## config.mk

```make
export PLATFORM = sky130hd
export DESIGN_NAME = sync_fifo_ctrl
export DESIGN_NICKNAME = d
export VERILOG_FILES = /design/src/rtl/sync_fifo_ctrl_pkg.sv /design/src/rtl/fifo_arb.sv /design/src/rtl/sync_fifo_ctrl.sv
export SDC_FILE = /design/constraint.sdc
export NUM_CORES = 1
export LEC_CHECK = 0
export CORE_MARGIN = 8
export CORE_UTILIZATION = 39
export DETAILED_ROUTE_END_ITERATION = 10
export GPL_ROUTABILITY_DRIVEN = 0
export PLACE_DENSITY = 0.84
export SYNTH_ARGS = -nofsm -noshare
export SYNTH_HDL_FRONTEND = slang
export SYNTH_SLANG_ARGS = --single-unit
```

## constraint.sdc

```tcl
create_clock -name fifo_clk -period 7.3 [get_ports fifo_clk]
set_input_delay 1.095 -clock fifo_clk [delete_from_list [all_inputs] [get_ports fifo_clk]]
set_output_delay 1.095 -clock fifo_clk [all_outputs]
set_load 0.01 [all_outputs]
```

## src/rtl/sync_fifo_ctrl_pkg.sv

```systemverilog
// Shared FIFO definitions: default geometry and arbitration priority encoding.
// The controller, the SRAM wrapper and the top-level FIFO all import this package
// so that they agree on sizes and on what each priority value means.
package sync_fifo_ctrl_pkg;

  localparam int unsigned FIFO_PTR_DEF   = 4;
  localparam int unsigned FIFO_WIDTH_DEF = 8;
  localparam int unsigned FIFO_DEPTH_DEF = 16;

  // Which requester wins the next contended cycle.
  typedef enum logic {
    PRIO_PUSH = 1'b0,
    PRIO_POP  = 1'b1
  } prio_e;

endpackage

```

## src/rtl/fifo_arb.sv

```systemverilog
// Two-requester round-robin arbiter. It grants at most one requester per cycle.
// Under contention the side named by the priority register wins, and the priority
// then flips to the other side. An uncontended grant leaves the priority unchanged.
// Grants are combinational from the registered priority and are held low in reset.
// Ports:
//   clk, rst          clock, asynchronous active-high reset
//   req_a, req_b      eligible requests (a = push side, b = pop side)
//   grant_a, grant_b  one-hot-or-zero grants
module fifo_arb
  import sync_fifo_ctrl_pkg::*;
(
  input  logic clk,
  input  logic rst,
  input  logic req_a,
  input  logic req_b,
  output logic grant_a,
  output logic grant_b
);

  prio_e prio_q;
  prio_e prio_d;

  // Priority state register.
  always_ff @(posedge clk or posedge rst) begin
    if (rst) begin
      prio_q <= PRIO_PUSH;
    end else begin
      prio_q <= prio_d;
    end
  end

  // Grant selection and next priority.
  always_comb begin
    prio_d  = prio_q;
    grant_a = 1'b0;
    grant_b = 1'b0;
    if (!rst) begin
      if (req_a && req_b) begin
        if (prio_q == PRIO_PUSH) begin
          grant_a = 1'b1;
          prio_d  = PRIO_POP;
        end else begin
          grant_b = 1'b1;
          prio_d  = PRIO_PUSH;
        end
      end else begin
        grant_a = req_a;
        grant_b = req_b;
      end
    end
  end

endmodule

```

## src/rtl/sync_fifo_ctrl.sv

```systemverilog
// Pointer, flag and arbitration controller for the synchronous FIFO.
// It drives the single-port-style FIFO SRAM. Only one of write or read is enabled
// per cycle, because the SRAM does nothing when both enables are high.
// Ports:
//   fifo_clk, fifo_rst             clock, asynchronous active-high reset
//   push_req/push_data/push_ack    producer handshake (request held until ack)
//   pop_req/pop_ack                consumer handshake (request held until ack)
//   pop_data/pop_valid             read data, valid the cycle after pop_ack
//   fifo_full/empty/afull/aempty   occupancy flags from the registered count
//   fifo_count                     occupancy, 0..FIFO_DEPTH
//   sram_wrdata/sram_rddata        SRAM data in/out
//   wr_ptr/rd_ptr                  SRAM write/read addresses
//   sram_wren/sram_rden            SRAM enables (mutually exclusive)
//   sram_rstb                      SRAM enable, low in reset, high from first edge after
module sync_fifo_ctrl
  import sync_fifo_ctrl_pkg::*;
#(
  parameter int unsigned FIFO_PTR   = FIFO_PTR_DEF,
  parameter int unsigned FIFO_WIDTH = FIFO_WIDTH_DEF,
  parameter int unsigned FIFO_DEPTH = FIFO_DEPTH_DEF,
  parameter int unsigned AFULL_TH   = 12,
  parameter int unsigned AEMPTY_TH  = 4
) (
  input  logic                  fifo_clk,
  input  logic                  fifo_rst,
  input  logic                  push_req,
  input  logic [FIFO_WIDTH-1:0] push_data,
  output logic                  push_ack,
  input  logic                  pop_req,
  output logic                  pop_ack,
  output logic [FIFO_WIDTH-1:0] pop_data,
  output logic                  pop_valid,
  output logic                  fifo_full,
  output logic                  fifo_empty,
  output logic                  fifo_afull,
  output logic                  fifo_aempty,
  output logic [FIFO_PTR:0]     fifo_count,
  output logic [FIFO_WIDTH-1:0] sram_wrdata,
  input  logic [FIFO_WIDTH-1:0] sram_rddata,
  output logic [FIFO_PTR-1:0]   wr_ptr,
  output logic [FIFO_PTR-1:0]   rd_ptr,
  output logic                  sram_wren,
  output logic                  sram_rden,
  output logic                  sram_rstb
);

  localparam int unsigned CNT_W = FIFO_PTR + 1;

  logic push_elig;
  logic pop_elig;
  logic push_gnt;
  logic pop_gnt;

  assign push_elig = push_req & ~fifo_full;
  assign pop_elig  = pop_req & ~fifo_empty;

  fifo_arb u_arb (
    .clk     (fifo_clk),
    .rst     (fifo_rst),
    .req_a   (push_elig),
    .req_b   (pop_elig),
    .grant_a (push_gnt),
    .grant_b (pop_gnt)
  );

  assign push_ack    = push_gnt;
  assign sram_wren   = push_gnt;
  assign pop_ack     = pop_gnt;
  assign sram_rden   = pop_gnt;
  assign sram_wrdata = push_data;
  assign pop_data    = sram_rddata;

  // Flags from the registered count.
  assign fifo_full   = (fifo_count == CNT_W'(FIFO_DEPTH));
  assign fifo_empty  = (fifo_count == CNT_W'(0));
  assign fifo_afull  = (fifo_count >= CNT_W'(AFULL_TH));
  assign fifo_aempty = (fifo_count <= CNT_W'(AEMPTY_TH));

  // Pointers, occupancy and read strobe. Grants are exclusive, so count moves by at most 1.
  always_ff @(posedge fifo_clk or posedge fifo_rst) begin
    if (fifo_rst) begin
      wr_ptr     <= '0;
      rd_ptr     <= '0;
      fifo_count <= '0;
      pop_valid  <= 1'b0;
      sram_rstb  <= 1'b0;
    end else begin
      if (push_gnt) begin
        wr_ptr     <= wr_ptr + FIFO_PTR'(1);
        fifo_count <= fifo_count + CNT_W'(1);
      end else if (pop_gnt) begin
        rd_ptr     <= rd_ptr + FIFO_PTR'(1);
        fifo_count <= fifo_count - CNT_W'(1);
      end
      pop_valid <= pop_gnt;
      sram_rstb <= 1'b1;
    end
  end

endmodule

```

; Yosys cells after proc, flatten, opt, wreduce, memory -nomap -nowiden
; Cells that the tools add are included.
[totals]
mem_count = 0
wordCells = 32
output_inout_bits = 39
mem_bits_rw = 0
in_bits = 20
latchBits = 0
rom_bits = 0
register_bits = 16
[classes]
n_div = 0
magnitude_cmp = 2
n_mux = 8
n_reduce_logical = 5
n_eq_ne = 1
n_addsub = 4
mul = 0
shifts = 0
bitwise = 6
[ops]
columns = cell, count
row1 = $mux 5, 2
row2 = $add 4x1->4 const B, 2
row3 = $mux 1, 6
row4 = $add 5x1->5 const B, 1
row5 = $eq 5x5->1 const B, 1
row6 = $ge 5x4->1 const B, 1
row7 = $le 5x3->1 const B, 1
row8 = $logic_not 5->1, 1
row9 = $sub 5x1->5 const B, 1
row10 = $not 1->1, 4
row11 = $reduce_and 2->1, 2
row12 = $and 1x1->1, 2
row13 = $reduce_bool 2->1, 1
row14 = $logic_and 1x1->1, 1

; Logic depth before layout (Yosys ltp)
; Gate-level depths: netlist of run 1.
[logic_depth]
ltp_word = 8
mapped_depth = 10
mapped_depth_nobuf = 10

; By module
; Synthesis of run 1 repeated with hierarchy kept, for this count alone.
[hier_totals]
cells_unflattened = 91
hier_area_um2 = 959.7
[by_module_without_submodules]
columns = module, instances, area_each_um2, cells_per_inst, seq_area_each_um2
row1 = sync_fifo_ctrl, 1, 892.1, 83, 375.4
row2 = fifo_arb, 1, 67.6, 8, 25.0

; Worst setup path before layout of run 1
; OpenSTA, ideal clock, no wires.
[synth_path]
path_kind = input to output
startpoint = in fifo_rst
endpoint = out sram_rden
arrival_ns = 1.987
slack_ns = 4.218
n_path_buf = 1
required_ns = 6.205
cell_stages = 3
path_cell_list = inv_1 > o211a_1 > buf_4
[synth_via]
elab_chain_len = 1
[synth_rtl]
columns = item, line
row1 = "start, declared", sync_fifo_ctrl.sv:25  ; input logic fifo_rst,
row2 = $mux 1, fifo_arb.sv:37  ; if (!rst) begin
row3 = "end, declared", sync_fifo_ctrl.sv:43  ; output logic sram_rden,
; No other way between the ends.

; Worst setup path in the final report of run 1
; Same ends and word-level chain as after synthesis.

==> results of run 1 <==
-- cells in the final DEF (no fill, tap or decap), types with 2 or more instances in the layout --
master and n:
a21oi_1 3, clkdlybuf4s50_1 26, nand4_1 2, xnor2_1 8, nand2_1 4, xor2_1 3, inv_1 6, clkbuf_4 3
ha_1 5, nor3_1 2, dfrtp_1 16, nor2_1 2, mux2_2 4, o21ai_0 2
-- report_power, final --
part           internal [mW]  switching [mW]  total (mW)
Sequential             0.130          0.0527       0.183
Clock                 0.0303          0.0266      0.0569
Combinational          0.160           0.115       0.275
-- flip-flops by register name (all words and copies together) (netlist names) --
signal / cells
fifo_count: 5
u_arb.prio_q: 1
pop_valid: 1
wr_ptr: 4
sram_rstb: 1
rd_ptr: 4
-- worst max-delay path, stage by stage --
cell and delay, ps:
clkdlybuf4s50_1 510, inv_1 510, o211a_1 390, clkdlybuf4s50_1 590
-- cell families (layout without fill, tap and decap cells) --
logic type,Yosys count,after routing,share of synthesized area [%]
AND/OR/NAND/NOR,12,12,6.44
other,1,1,0.386
adder cells (fa/ha/maj),6,6,8.51
XOR/XNOR,11,11,9.92
buffers and inverters,24,36,16.2
flip-flops,16,16,41.2
multiplexers,5,5,5.67
AO/OA/AOI/OAI,13,13,11.6
-- metal layers --
metal	share of wire, %	track usage (%)	up-vias
li1	-	-	300
met1	39	9.29	318
met2	53	15.8	26
met3	8.0	4.58	2
met4	0.83	3.54	0
met5	0	0	-
-- metrics by stage --
stage               cell area [sq um]  util [%]  worst slack [ps]  total power, mW  hold slack (ps)
CTS                              1170      48.5              3070            0.523              487
finish                           1170      48.5              3100            0.515              481
floorplan                         971         -              4220            0.337              508
global route                     1170      48.5              2880            0.555              510
detailed placement               1130      47.0              3070            0.462              473
global placement                 1130      47.0              3120            0.451              465
-- how the worst max path moves through the flow --
stage	to	slack, ps	depth (start not counted)
floorplan	sram_rden	4220	3
global placement	pop_ack	3120	4
detailed placement	sram_rden	3070	4
CTS	sram_rden	3070	4
global route	pop_ack	2880	4
finish	sram_rden	3100	4
-- area by class of cell --
type / count / area, sq um
Clock buffer: 4 / 36.3
Timing Repair Buffer: 26 / 260
Inverter: 6 / 22.5
Sequential cell: 16 / 400
Fill cell: 223 / 1240
Tap cell: 30 / 37.5
Multi-Input combinational cell: 48 / 413
==> impl_results.md, run 1 <==
* Cell Count Post-Placement at 126
* Clk_lat worst skew at 280 ps
* Core area at 2410 sq um
* Port buffer count at 26
* Required time of the critical path at 6200 ps
* Detail Placement HPWL at 1.49 mm
* Largest net degree at the start of global routing at 18
* TNS Setup at 0 ps
* Final Setup Violations at 0
* Antenna-violating nets left at 0
* Mapped Nets at 114
* Power Density at 440 nW/um^2
* TritonCTS Sinks at 16
* Area growth from synthesis to layout at 20.5%
* Clock transition at path regs at 90 ps
* CTS tree: yes
* Starting Density at 40.3%
* Reg-to-reg slack, setup at 4070 ps
* Pins Over Slew Limit at 0
* Cell count after synthesis at 88
* FF-to-FF End: fifo_count[4]
* Area share of the largest cell type after synthesis at 41.2%
* EDFF count, synth at 0
* Via count of the first global-routing pass at 700
* Gr ovfl total at 0
* Vias per cell at 4.97
* Synthesized area at 971 sq um
* Drc violations at 0
* Total number of vias at 646
* Final worst-path cycle share at 57.5%
* Status: completed
* CP Launch Point: fifo_rst
* Worst Hold Depth at 1
* Final net count at 127
* Least-Margin Pin Slew at 617 ps
* TritonCTS buffer count at 3
* Crit-path max FO at 17
* Synth Area per Inst at 11.0 sq um
* Reg2Reg Depth at 10
* Clock Skew at 3.05 ps
* Seq/Total Area, Yosys at 41.2%
* Synth unique cells at 26
* CTS max path bufs at 2
* RSZ-0062 raised after global routing: false
* Finished Layout Cells at 130
* Leading area contributor after synthesis: dfrtp_1
* Wire per inst at 14.8 um
* HP Start: wr_ptr[3]
* Yosys Warn Count at 0
* Worst EP arrival at 3100 ps
* Critical R2R Launch: fifo_count[0]
* Num rows at 18
* Ranking of synthesized cells by area: dfrtp_1 (41%), buf_4 (14%), xnor2_1 (7.2%)
* Leak at 0.496 nW
* Ports at 59
* Fmax at 238 MHz
* Peak VDD IR at 0.000244 V
* Commonest cells post-synth: buf_4 (18), dfrtp_1 (16), xnor2_1 (8), inv_1 (6), ha_1 (5)
* Die Width at 65.9 um
* Antenna cells at 0
* Hold WC Path Type: reg -> reg
* Max Cap Viol at 0
* Setup repair bufs after CTS at 0
* Iter 0 DRT Violations at 5
* Hold buffers post-CTS at 0
* Final Critical Period at 4200 ps
* Die Y at 65.9 um
* Worst Setup Start Kind: primary input
* Most frequent cell after synthesis: buf_4
* First-pass GRT wire length at 3.22 mm
* Drt pass-1 iters at 4
* H-tree Lvls at 1
* Synthesis-stage register bit count at 16
* Ys async rst share at 100%
* Worst hold endpoint: wr_ptr[3]
* Top_reg_cell synth: dfrtp_1
* Drt total wl at 1.92 mm
* Die Area at 4340 sq um
* Worst relative slew slack at 58.8%
* Setup CP Type: in -> out
* PostCTS Resize Cnt at 0
* Fin. Hold Viols at 0
* Initial antenna violation count at 0
* Crit end category: output pin
* Root buffer cell: clkbuf_4
* GRT Total Usage at 9.20%
* Share of layout cells above drive strength 1 at 12.0%
(Power assumes the default switching activity.)
==> run 2, diff against run 1 <==
Settings changed: CORE_UTILIZATION 39 to 37, PLACE_DENSITY 0.84 to 0.8.
Clock period 7.3 ns to 4.1 ns, I/O delays scaled along.
==> impl_results.md, run 2 (synthesis gave the netlist of run 1 again) <==
* Status: completed
* TNS Setup at 0 ps
* Antenna cells at 0
* Crit-path slowest cell: clkdlybuf4s50_1
* Setup CP Type: reg -> out
* Peak VDD IR at 0.000314 V
* Iter 0 DRT Violations at 12
* Hold WC Path Type: reg -> reg
* Worst path bufs/invs at 1
* GRT Total Usage at 9.41%
* Required time of the critical path at 3480 ps
* Max Cap Viol at 0
* Via count of the first global-routing pass at 652
* Family with the most delay on the worst path: compound AO/OA/AOI/OAI gates
* CTS max path bufs at 2
* Largest net degree at the start of global routing at 17
* Crit-path cells: or4_4, o21a_4, a211oi_4, clkdlybuf4s50_1
* Fin area at 1180 sq um
* Num rows at 18
* Clock Skew at 1.61 ps
* Gr ovfl total at 0
* Final net count at 128
* Crit end category: output pin
* Final core utilization at 47.5%
* Commonest non-fill, non-tap cell in the layout: clkdlybuf4s50_1
* Reg2Reg Depth at 10
* Area growth from synthesis to layout at 21.3%
* Share of layout cells above drive strength 1 at 12.9%
* Clk_lat worst skew at 290 ps
* Commonest non-fill, non-tap cells in the layout: clkdlybuf4s50_1 (26), dfrtp_1 (16), xnor2_1 (8), inv_1 (6), ha_1 (5)
* Leak at 0.500 nW
* RSZ-0062 raised after global routing: false
* Drt pass-1 iters at 2
* Die Area at 4520 sq um
* Fin. Hold Viols at 0
* FF-to-FF End: fifo_count[4]
* CTS tree: yes
* Final worst-path cycle share at 79.8%
* Number of flip-flops in the largest register at 5
* Final Critical Period at 3270 ps
* Critical Path Max Stage Delay at 640 ps
* Worst hold endpoint: rd_ptr[3]
* Power Density at 782 nW/um^2
* Core area at 2480 sq um
* Total power at 0.921 mW
* Crit-path max FO at 8
* Worst relative slew slack at 66.1%
* PostCTS Resize Cnt at 0
* Clock transition at path regs at 90 ps
* Hold buffers post-CTS at 0
* H-tree Lvls at 1
* TritonCTS buffer count at 3
* Fillers at 246
* Starting Density at 39.2%
* Critical R2R Launch: fifo_count[0]
* HP Start: rd_ptr[3]
* Detail Placement HPWL at 1.61 mm
* Fmax at 306 MHz
* Drc violations at 0
* Wire per inst at 15.3 um
* Root buffer cell: clkbuf_4
* Worst EP arrival at 2650 ps
* Die Width at 67.2 um
* Worst Setup Start Kind: flop
* TritonCTS Sinks at 16
* PnR worst setup slack at 830 ps
* Initial antenna violation count at 0
* Reg-to-reg slack, setup at 900 ps
* First-pass GRT wire length at 3.17 mm
* Pre-CTS WS at 922 ps
* Worst Hold Depth at 1
* Most flop-heavy register: fifo_count
* Pins Over Slew Limit at 0
* Final Setup Violations at 0
* Drt total wl at 2.01 mm
* Ports at 59
* Vias per cell at 5.01
* Port buffer count at 26
* Die Y at 67.2 um
* Antenna-violating nets left at 0
* Total number of vias at 656
* Placement Cell Area at 1140 sq um
* Setup repair bufs after CTS at 0
* Biggest regs: fifo_count: 5 flops, rd_ptr: 4 flops, wr_ptr: 4 flops
* Least-Margin Pin Slew at 508 ps
==> run 2: cell count changes in the layout (fill, tap and decap cells not counted), sizes merged <==
cell and change:
buf +1
==> run 2: metrics by stage <==
stage,hold WS [ps],std cells
3_3_place_gp,462,127
6_report,483,131
2_1_floorplan,508,88
4_1_cts,484,131
5_1_grt,498,131
3_5_place_dp,468,127
==> run 2: worst register-to-register path: stages (launching register included) <==
cell,delay [ps]
dfrtp_1,450
or4_4,600
o21a_4,240
a211oi_4,430
inv_1,150
ha_1,360
nor2b_1,140
o21ai_0,240
o2111ai_1,160
a21oi_1,200
xnor2_1,150
==> run 2: area by class of cell <==
cell class	count	area, sq um	area share [%]
flip-flops and latches	16	400	34.0
repair buffers	27	268	22.7
well taps	30	37.5	3.19
clock buffers	4	36.3	3.08
inverters	6	22.5	1.91
multi-input cells	48	413	35.1
==> run 2: worst max-delay path by stage <==
stage / startpoint / to / slack (ps) / depth (start not counted)
after floorplan: fifo_count[0] / fifo_count[4] / 1100 / 10
after global placement: fifo_count[0] / fifo_count[4] / 1060 / 10
after detailed placement: fifo_count[0] / fifo_count[4] / 920 / 10
after CTS: fifo_count[0] / push_ack / 810 / 4
after global routing: fifo_count[0] / fifo_count[4] / 690 / 10
final: fifo_count[0] / push_ack / 830 / 4
==> run 2: power breakdown <==
group          total (mW)  internal (mW)  switching, mW
clock               0.106         0.0541         0.0521
sequential          0.324          0.232         0.0924
combinational       0.490          0.285          0.205
total               0.921          0.571          0.349
==> run 2: layer usage <==
metal / up-vias / track usage, % / part of all wire, %
met5: - / 0 / 0
met4: 0 / 9.92 / 4.6
met3: 16 / 1.99 / 6.6
met2: 17 / 15.7 / 50
met1: 318 / 9.29 / 38
li1: 305 / - / -
==> RTL edit 1 (config.mk and constraints of run 2) <==
Reset style: synchronous (`fifo_rst` and `rst`), changed in 2 clocked blocks. Comments in the files are not updated.
--- a/src/rtl/fifo_arb.sv
+++ b/src/rtl/fifo_arb.sv
@@ -21,7 +21,7 @@
   prio_e prio_d;
 
   // Priority state register.
-  always_ff @(posedge clk or posedge rst) begin
+  always_ff @(posedge clk) begin
     if (rst) begin
       prio_q <= PRIO_PUSH;
     end else begin
--- a/src/rtl/sync_fifo_ctrl.sv
+++ b/src/rtl/sync_fifo_ctrl.sv
@@ -77,7 +77,7 @@
   assign fifo_aempty = (fifo_count <= CNT_W'(AEMPTY_TH));
 
   // Pointers, occupancy and read strobe. Grants are exclusive, so count moves by at most 1.
-  always_ff @(posedge fifo_clk or posedge fifo_rst) begin
+  always_ff @(posedge fifo_clk) begin
     if (fifo_rst) begin
       wr_ptr     <= '0;
       rd_ptr     <= '0;
Behaviour: differs if fifo_rst is asserted again (counterexample within 4 cycles, from zero or initial values and one cycle with fifo_rst high); with fifo_rst held inactive, the same outputs for 10 cycles.
==> RTL edit 1 against run 2 <==
Area after synthesis grew 6.3%; worst setup slack improved by 0.34 ns; non-clock buffer count stayed put; sequential share of layout area decreased by 7.5 points; wire length grew 14%; design area increased by 2.4%; total power down 21%; sequential cell count did not move; largest cell class unchanged; largest power group unchanged; highest routed layer unchanged.
==> RTL edit 1: results (changes against run 2) <==
Status
Result of the run: finished, final reports clean (unchanged).

Logic synthesis
The portion of the post-synthesis area used by sequential elements is 0.310 (was 0.412). The fraction of the mapped netlist area in compound gates is 0.135 (was 0.116). The net count of the mapped netlist is 138 (was 114). Cells taking the most area after synthesis: sky130_fd_sc_hd__dfxtp_1, sky130_fd_sc_hd__buf_4, sky130_fd_sc_hd__ha_1 (was sky130_fd_sc_hd__dfrtp_1, sky130_fd_sc_hd__buf_4, sky130_fd_sc_hd__xnor2_1).

Power and ir drop
The leakage power figure is 0.499 nW (was 0.500 nW). The power in sequential cells is 0.000246 W (was 0.000324 W). The proportion of total power due to net switching is 0.382 (was 0.379).

Worst hold path
The worst-case hold path end point is rd_ptr[3] (unchanged).

STA
The slew at the pin closest to its max-slew limit is 0.388 ns (was 0.508 ns).

Placed design
The pre-CTS setup slack is 1.03 ns (was 0.922 ns).

Detailed routing
The number of vias per cell was 5.03 (was 5.01). The met2 wirelength from detailed routing is 1.09 mm (was 1.01 mm). The post-route met1 wirelength is 840 µm (was 772 µm). The detailed router's first-iteration violation count came to 8 (was 12). The total wirelength of the detailed-routed design is 2.29 mm (was 2.01 mm).

Setup path
The setup slack of the most critical reg-to-reg path is 1.37 ns (was 0.90 ns). The data arrival at the endpoint of the critical path is 2.31 ns (was 2.65 ns). The end of the worst register-to-register path is fifo_count[4] (unchanged). The reg-to-reg startpoint was fifo_count[0] (unchanged).

The largest stage delay on the critical path came to 0.56 ns (was 0.64 ns). The critical path launch point is fifo_rst (was fifo_count[0]).

GRT
The wire length of the first global-routing pass is 3.55 mm (was 3.17 mm). The total routing usage reported by global routing is 0.100 (was 0.0941). The via count of the first global-routing pass is 746 (was 652).
==> RTL edit 1: cell count changes in the layout (fill, tap and decap cells not counted), moves of 4 or more <==
cell	delta
sky130_fd_sc_hd__nand3_1	+4
sky130_fd_sc_hd__dfxtp_1	+16
sky130_fd_sc_hd__mux2_2	-4
sky130_fd_sc_hd__dfrtp_1	-16
sky130_fd_sc_hd__nor2_1	+13
sky130_fd_sc_hd__xnor2_1	-4
==> RTL edit 1: per-stage QoR <==
stage	instances	area, µm²	hold WS (ns)
2_1_floorplan	112	1030	0.502
5_1_grt	151	1210	0.550
3_3_place_gp	147	1170	0.469
3_5_place_dp	147	1170	0.491
4_1_cts	151	1210	0.520
6_report	151	1210	0.507
==> RTL edit 1: worst max-delay path by stage <==
| stage | cells past startpoint | slack [ns] | end |
|---|---|---|---|
| floorplan | 12 | 1.37 | fifo_count[4] |
| global placement | 11 | 1.09 | fifo_count[4] |
| detailed placement | 11 | 1.03 | fifo_count[4] |
| CTS | 5 | 1.15 | push_ack |
| global route | 6 | 1.02 | push_ack |
| finish | 6 | 1.17 | push_ack |
==> RTL edit 1: layout make-up <==
class	count	area share
Timing Repair Buffer	27	0.222
Inverter	8	0.0249
Clock buffer	4	0.0301
Multi-Input combinational cell	65	0.425
Tap cell	31	0.0322
Sequential cell	16	0.266
==> RTL edit 1: logic make-up (layout without fill, tap and decap cells) <==
logic type      after synthesis  in the layout
buf+inv                      31             39
simple gates                 30             30
compound gates               16             16
flops                        16             16
xor+xnor                      8              8
fa+ha+maj                     6              6
mux                           5              5
==> RTL edit 1: metal layers <==
layer | GRT usage | vias up
met4 | 0.0526 | 0
li1 | - | 373
met2 | 0.174 | 28
met3 | 0.0549 | 4
met1 | 0.0927 | 354
met5 | 0 | -
==> RTL edit 2 (flow settings as in run 2) <==
Without the edit above. `FIFO_WIDTH_DEF`: 8 -> 9.
--- a/src/rtl/sync_fifo_ctrl_pkg.sv
+++ b/src/rtl/sync_fifo_ctrl_pkg.sv
@@ -4,7 +4,7 @@
 package sync_fifo_ctrl_pkg;
 
   localparam int unsigned FIFO_PTR_DEF   = 4;
-  localparam int unsigned FIFO_WIDTH_DEF = 8;
+  localparam int unsigned FIFO_WIDTH_DEF = 9;
   localparam int unsigned FIFO_DEPTH_DEF = 16;
 
   // Which requester wins the next contended cycle.
Ports: changed (resized pop_data, push_data, sram_rddata and sram_wrdata); port bits go from 59 to 63. The function was not compared with the original's and may differ.
==> RTL edit 2 against run 2 <==
Worst setup slack gained 0.021 ns; wire length shrank 10%; synthesized cell count up 2.3%; critical path type unchanged; design area is 1.2% lower; largest cell class unchanged; total power shrank 3.6%; sequential cell count is the same; register-to-register slack better by 0.06 ns; global-route usage fell by 0.35 points; area after synthesis increased by 1.5%.
==> RTL edit 2: results (changes against run 2) <==
Detailed routing
The routed wire length on met3 is 135 µm (was 133 µm). The number of vias per cell is 4.98 (was 5.01). The number of vias after detailed routing came to 647 (was 656). The detailed router's first-iteration violation count was 13 (was 12). The post-route met1 wirelength came to 750 µm (was 772 µm). The wire length per cell after detailed routing is 13.8 µm (was 15.3 µm). The number of iterations in the first detailed-routing pass came to 4 (was 2). The met2 wirelength from detailed routing came to 866 µm (was 1.01 mm).

Worst hold path
The worst-case hold path end point is rd_ptr[3] (unchanged). The worst hold path cell count was 1 (unchanged).

Placed design
The cell area after placement was 1140 µm² (unchanged). The estimated wirelength of the detail-placed design is 1.48 mm (was 1.61 mm). The pre-CTS setup slack is 0.978 ns (was 0.922 ns).

Power and ir drop
The worst-case vdd ir drop is 0.416 mV (was 0.314 mV). The proportion of total power due to net switching came to 0.379 (about the same). The leakage power figure is 0.493 nW (was 0.500 nW). The combinational fraction of design power came to 0.548 (was 0.532). The power in sequential cells is 0.000325 W (was 0.000324 W).

The sum of internal, switching and leakage power is 0.000888 W (was 0.000921 W).

Finish
The proportion of layout cells with a drive suffix above 1 is 0.120 (was 0.129). The fraction of the core area covered by cells at the end of the flow is 0.465 (was 0.475). The number of nets in the final layout is 130 (was 128). The filler cell count in the final layout is 218 (was 246).

Logic synthesis
The portion of the post-synthesis area used by sequential elements is 0.406 (was 0.412). Cells taking the most area after synthesis: sky130_fd_sc_hd__dfrtp_1, sky130_fd_sc_hd__buf_4, sky130_fd_sc_hd__xnor2_1 (unchanged). Most instantiated cells after synthesis: sky130_fd_sc_hd__buf_4, sky130_fd_sc_hd__dfrtp_1, sky130_fd_sc_hd__xnor2_1 (unchanged). The net count of the mapped netlist is 118 (was 114).

The average size of a mapped cell is 11.0 µm² (about the same).

GRT
The total routing usage reported by global routing was 0.0906 (was 0.0941). The wire length of the first global-routing pass is 3.19 mm (was 3.17 mm). The met1 capacity usage during global routing is 0.103 (was 0.0929). The met2 routing resource usage after global routing is 0.151 (was 0.157). The via count of the first global-routing pass is 680 (was 652). The met3 capacity usage during global routing was 0.0298 (was 0.0199). The initial antenna violation count is 0 (unchanged).

Clocking
The worst-skew pair later-pin latency is 0.27 ns (was 0.29 ns). The number of gates resized after CTS came to 0 (unchanged). The buffer levels on the longest clock path came to 2 (unchanged). The H-tree depth is 1 (unchanged).

STA
The final clock skew came to 0.00879 ns (was 0.00161 ns). The fraction of the cycle the final worst path needs is 0.792 (was 0.798). The worst hold slack after final layout came to 0.482 ns (was 0.483 ns).

Setup path
The highest net fanout along the worst path was 8 (unchanged). The data arrival at the endpoint of the critical path was 2.63 ns (was 2.65 ns). The setup slack of the most critical reg-to-reg path came to 0.96 ns (was 0.90 ns).

Status
Result of the run: finished, final reports clean (unchanged).
==> RTL edit 2: cell count changes in the layout (fill, tap and decap cells not counted), sizes merged <==
cell and delta:
clkbuf -1
==> RTL edit 2: worst max-delay path: cells and delay by family, from the launching register on <==
family,cells,cell delay [ns]
DFF,1,0.43
buffers and inverters,1,0.65
and+or+nand+nor,1,0.59
AOI/OAI and AO/OA,2,0.69
==> RTL edit 2: cell type report <==
cell class,instances,share of cell area
timing repair buffer,27,0.230
inverter,6,0.0194
tap,30,0.0323
clock buffer,3,0.0194
multi-input combinational,48,0.355
sequential,16,0.344
==> RTL edit 2: logic make-up after synthesis <==
kind of cell             synth area share
flip-flops                          0.406
AND/OR/NAND/NOR                    0.0635
multiplexers                       0.0558
adder cells (fa/ha/maj)            0.0838
other                             0.00380
XOR/XNOR                           0.0977
AO/OA/AOI/OAI                       0.114
buffers and inverters               0.175
